## src/rtl/greg_emeas.sv

```systemverilog
// greg_emeas: period / high-time meter for an asynchronous pulse stream.
// One START arms one measurement; CTRL selects the timeout window.
module greg_emeas #(
  parameter int SYNC_STAGES = 2
) (
  input  logic        CLK,
  input  logic        RST_N,
  input  logic        SIG,
  input  logic        START,
  input  logic [3:0]  CTRL,
  output logic [31:0] PCNT,
  output logic [31:0] HCNT,
  output logic        VALID,
  output logic        TMO,
  output logic        BUSY,
  output logic        SIGS
);

  typedef enum logic [1:0] {
    IDLE,
    ARM,
    HIGH,
    LOW
  } state_t;

  state_t state_q;

  logic [SYNC_STAGES-1:0] sync_q;
  logic                   prev_q;

  logic [3:0]  ctrl_q;
  logic [31:0] tcnt_q;
  logic [31:0] prun_q;
  logic [31:0] hrun_q;
  logic [31:0] hcap_q;
  logic [31:0] pcnt_q;
  logic [31:0] hcnt_q;
  logic        valid_q;
  logic        tmo_q;
  logic        busy_q;

  logic        sig_s;
  logic        rise;
  logic        fall;
  logic [31:0] limit;
  logic        tmo_hit;
  logic [31:0] tcnt_d;
  logic [31:0] prun_d;
  logic [31:0] hrun_d;

  assign sig_s   = sync_q[SYNC_STAGES-1];
  assign rise    = sig_s & ~prev_q;
  assign fall    = ~sig_s & prev_q;
  assign limit   = (32'd1 << (5'd16 + {1'b0, ctrl_q})) - 32'd1;
  assign tmo_hit = (tcnt_q == limit);
  assign tcnt_d  = tcnt_q + 32'd1;
  assign prun_d  = prun_q + 32'd1;
  assign hrun_d  = hrun_q + 32'd1;

  // Synchronizer chain plus one extra flop for edge detection
  always_ff @(posedge CLK or negedge RST_N) begin
    if (!RST_N) begin
      sync_q <= '0;
      prev_q <= 1'b0;
    end else begin
      sync_q <= {sync_q[SYNC_STAGES-2:0], SIG};
      prev_q <= sync_q[SYNC_STAGES-1];
    end
  end

  // Measurement FSM; timeout check takes priority over any edge
  always_ff @(posedge CLK or negedge RST_N) begin
    if (!RST_N) begin
      state_q <= IDLE;
      ctrl_q  <= '0;
      tcnt_q  <= '0;
      prun_q  <= '0;
      hrun_q  <= '0;
      hcap_q  <= '0;
      pcnt_q  <= '0;
      hcnt_q  <= '0;
      valid_q <= 1'b0;
      tmo_q   <= 1'b0;
      busy_q  <= 1'b0;
    end else begin
      valid_q <= 1'b0;
      unique case (state_q)
        IDLE: begin
          if (START) begin
            state_q <= ARM;
            busy_q  <= 1'b1;
            tmo_q   <= 1'b0;
            tcnt_q  <= '0;
            ctrl_q  <= CTRL;
          end
        end
        ARM: begin
          if (tmo_hit) begin
            state_q <= IDLE;
            busy_q  <= 1'b0;
            tmo_q   <= 1'b1;
          end else begin
            tcnt_q <= tcnt_d;
            if (rise) begin
              state_q <= HIGH;
              prun_q  <= 32'd1;
              hrun_q  <= 32'd1;
            end
          end
        end
        HIGH: begin
          if (tmo_hit) begin
            state_q <= IDLE;
            busy_q  <= 1'b0;
            tmo_q   <= 1'b1;
          end else begin
            tcnt_q <= tcnt_d;
            prun_q <= prun_d;
            if (fall) begin
              state_q <= LOW;
              hcap_q  <= hrun_q;
            end else begin
              hrun_q <= hrun_d;
            end
          end
        end
        LOW: begin
          if (tmo_hit) begin
            state_q <= IDLE;
            busy_q  <= 1'b0;
            tmo_q   <= 1'b1;
          end else if (rise) begin
            state_q <= IDLE;
            busy_q  <= 1'b0;
            pcnt_q  <= prun_q;
            hcnt_q  <= hcap_q;
            valid_q <= 1'b1;
          end else begin
            tcnt_q <= tcnt_d;
            prun_q <= prun_d;
          end
        end
        default: begin
          state_q <= IDLE;
          busy_q  <= 1'b0;
        end
      endcase
    end
  end

  assign PCNT  = pcnt_q;
  assign HCNT  = hcnt_q;
  assign VALID = valid_q;
  assign TMO   = tmo_q;
  assign BUSY  = busy_q;
  assign SIGS  = sync_q[SYNC_STAGES-1];

endmodule

```

## config.mk

```make
export PLATFORM = sky130hd
export DESIGN_NAME = greg_emeas
export DESIGN_NICKNAME = d
export VERILOG_FILES = /design/src/rtl/greg_emeas.sv
export SDC_FILE = /design/constraint.sdc
export NUM_CORES = 1
export LEC_CHECK = 0
export CAP_MARGIN = 20
export CORE_MARGIN = 2
export CORE_UTILIZATION = 60
export CTS_CLUSTER_SIZE = 25
export DETAILED_ROUTE_END_ITERATION = 8
export DONT_BUFFER_PORTS = 1
export GPL_ROUTABILITY_DRIVEN = 0
export GPL_TIMING_DRIVEN = 0
export PLACE_DENSITY_LB_ADDON = 0.05
export RECOVER_POWER = 100
export SETUP_SLACK_MARGIN = 0.4
export SYNTH_ARGS = -nofsm -noshare
export SYNTH_HDL_FRONTEND = slang
export SYNTH_SLANG_ARGS = --single-unit
```

## constraint.sdc

```tcl
create_clock -name CLK -period 6.2 [get_ports CLK]
set_input_delay 0.62 -clock CLK [delete_from_list [all_inputs] [get_ports CLK]]
set_output_delay 0.62 -clock CLK [all_outputs]
set_load 0.01 [all_outputs]
```

==> impl_results.md <==
* Sequential fraction of the synthesis area at 51.6%
* Via-to-Cell Ratio at 6.35
* CP endpoint kind: flip-flop
* Pwr dens at between 300 and 400 nW/µm²
* FFs w/ async S/R, synth at between 90% and 100%
* WP data arrival at roughly 5.5 ns
* Vias in the first global route at between 7,000 and 8,000
* Syn Nets at roughly 950
* Largest net degree at the start of global routing at 205
* Top cells by area, synth: dfrtp_1, mux2_2, o21ai_0
* Worst Clk Skew at around 0.009 ns
* Top Ports at 76
* Fraction of layout cells with a size suffix above 1 at 13.4%
* Yosys top cell area share at about half
* Leakage at ~4.7 nW
* TritonCTS Buffers at 21
* Overall power at ~0.0038 W
* Crit path kind: flip-flop to flip-flop
* Drt initial violations at 536
* WL final at about 22,000 µm
* DRC viols at 0
* Worst vdd ir at 0.238 mV
* DRT Pass-1 Iters at 5
* Ys flop type: dfrtp_1
* Final setup violating endpoints at 0
* Slew Viols, Final at 0
* Number of synthesized flops with an enable pin at 0
* First-pass GRT wire length at 36,400 µm
* Post-route ant nets at 0
* Clock Sinks at around 200
* CP max FO at 10
* Avg Cell Area, Syn at ~11 µm²
* Final HPWL DP at 14,700 µm
* Min-delay worst type: input port to flip-flop
* Setup TNS Final at 0 ns
* Avg WL per Cell at 18.3 µm
* Diode count at 0
* Outcome: finished, final reports clean
* Yosys warns at 0
* Cells resized by post-CTS repair at 0
* Grt total ovfl at 0
* Yosys reg bits at slightly above 200
* Area growth from synthesis to layout at 10.0%
* Max-cap violations at 0
* IO Port Bufs at 0
* Min Tclk post-route at around 5.1 ns
* Mapped cell area at 9890 µm²
* Worst slew margin at between 30 and 40%
* Post-synthesis cell type count at 65
* Worst-Margin Slew at roughly 1.0 ns
* CTS tree: done
* Post-synth top area cell: dfrtp_1
* Skew-Pair Late Insertion Delay at between 0.4 and 0.5 ns
* FMAX at between 150 and 200 MHz
* CTS clk-pin slew, worst paths at ~0.06 ns
* Bufs on Longest Clock Path at 3
* Crit share post-route at 82.2%
* DIE AREA at 17,500 µm²
* GRT Total Usage at 24.8%
* Nets at 970
* Total number of vias at 7,514
* CTS root buf: clkbuf_16
* WP data required at roughly 6.6 ns
* Starting Density at around 62%
* # H-tree levels at 1
* Initial antenna violation count at 0
* Core ar. at roughly 16,000 µm²
* Syn Inst Count at 929
* Num rows at 46
* Die H at between 100 and 150 µm
* Startpoint types: flip-flop
* Count of final hold-check violations at 0
* RSZ-0062 raised after global routing: no
* Die width at around 130 µm
==> stage by stage <==
stage | setup slack [ns] | area (µm²) | std cells | hold slack, ns | util, %
after CTS | 1.93 | 10900 | 1183 | 0.148 | 68.3
after detailed placement | 1.98 | 10200 | 1145 | 0.331 | 63.5
after floorplan | 2.70 | 9890 | 929 | 0.324 | -
after global routing | 0.768 | 10900 | 1183 | 0.144 | 68.0
final | 1.10 | 10900 | 1183 | 0.159 | 68.0
after global placement | 2.03 | 10200 | 1145 | 0.329 | 63.5
==> registers in the layout, summed over array words and instances, names as in the netlist, 2 cells and up <==
| signal | cells |
|---|---|
| HCNT | 32 |
| PCNT | 32 |
| ctrl_q | 4 |
| hcap_q | 32 |
| hrun_q | 32 |
| prun_q | 32 |
| state_q | 2 |
| sync_q | 2 |
| tcnt_q | 32 |
==> path summary, 6_finish.rpt <==
kind,slack [ns],depth (start not counted),end,start
setup / recovery,1.10,15,prun_q[0]$_DFFE_PN0P_,ctrl_q[2]$_DFFE_PN0P_
max in group asynchronous,5.25,1,hrun_q[13]$_DFFE_PN0P_,RST_N
hold / removal,0.16,0,sync_q[0]$_DFF_PN0_,SIG
hold reg to reg,0.36,0,sync_q[1]$_DFF_PN0_,sync_q[0]$_DFF_PN0_
min in group asynchronous,0.17,1,PCNT[6]$_DFFE_PN0P_,RST_N
setup reg to reg,1.10,15,prun_q[0]$_DFFE_PN0P_,ctrl_q[2]$_DFFE_PN0P_
==> power breakdown <==
part           internal, W  leakage [nW]  switching [W]
sequential         0.00141          2.81      0.0000882
combinational     0.000302          1.57       0.000663
clock             0.000807         0.363       0.000507
total              0.00251          4.75        0.00126
==> synthesized netlist by cell type, types with 10 or more instances <==
master and n:
xnor2_1 16, o31ai_1 19, or3_1 27, nor2_1 56
buf_2 15, and3_1 24, a21oi_1 47, a31oi_1 11
nand3_1 46, mux2_2 81, mux2_1 21, o21ai_0 71
nand4_1 13, nand2_1 53, clkbuf_1 31, nor3_1 25
inv_1 17, or4_1 10, xor2_1 13, dfrtp_1 204
==> critical path: stages (launching register included) <==
cell and delay, ns:
dfrtp_1 0.32, clkbuf_1 0.29, clkbuf_1 0.41, nor2_1 0.11, nand3b_1 0.12, ha_1 0.15, clkbuf_1 0.31, nor4b_1 0.41
a31oi_1 0.11, xnor2_1 0.21, nor4_1 0.81, a41oi_1 0.38, nor2_1 0.51, clkbuf_1 0.43, nor2_1 0.12, mux2_2 0.29
==> layer usage <==
metal	global-route usage, %	share of wire, %
met1	32.7	43
met4	6.81	1.8
met2	42.4	49
met3	4.37	5.6
met5	0	0
==> area by class of cell <==
| type | instances | area, µm² |
|---|---|---|
| Clock buffer | 28 | 602 |
| Clock inverter | 9 | 128 |
| Buffer | 53 | 205 |
| Multi-Input combinational cell | 655 | 4480 |
| Inverter | 17 | 63.8 |
| Fill cell | 1272 | 5110 |
| Sequential cell | 204 | 5100 |
| Timing Repair Buffer | 1 | 27.5 |
| Tap cell | 216 | 270 |
==> cell usage in the layout (no fill, tap or decap), types with 4 or more instances in the layout <==
cell type  synthesis  final
a21oi_1           47     47
a22o_1             6      6
a31oi_1           11     12
and2_1             9      9
and3_1            24     24
and4_1             5      5
clkbuf_1          31     51
clkbuf_16          0     21
clkbuf_8           0      5
clkinv_2           0      4
dfrtp_1          204    204
ha_1               9      9
inv_1             17     17
mux2_1            21     21
mux2_2            81     81
nand2_1           53     53
nand2b_1           8      8
nand3_1           46     46
nand4_1           13     13
nor2_1            56     57
nor2b_1            6      6
nor3_1            25     25
nor4_1             6      7
nor4b_1            4      4
o2111ai_1          9      9
o211ai_1           5      5
o21a_1             7      7
o21ai_0           71     74
o31ai_1           19     19
o41ai_1            5      5
or3_1             27     27
or4_1             10     10
xnor2_1           16     16
xor2_1            13     13
==> logic make-up after synthesis <==
group           share of synthesized area [%]
simple gates                             16.3
mux                                      11.7
buf+inv                                  2.92
xor+xnor                                 2.73
fa+ha+maj                                1.14
flops                                    51.6
compound gates                           13.6
==> timing repair <==
action                    4_1_cts  5_1_grt
setup buffers                   0        0
hold endpoints to repair      204        0
hold buffers                    1        0
(Power assumes the default switching activity.)
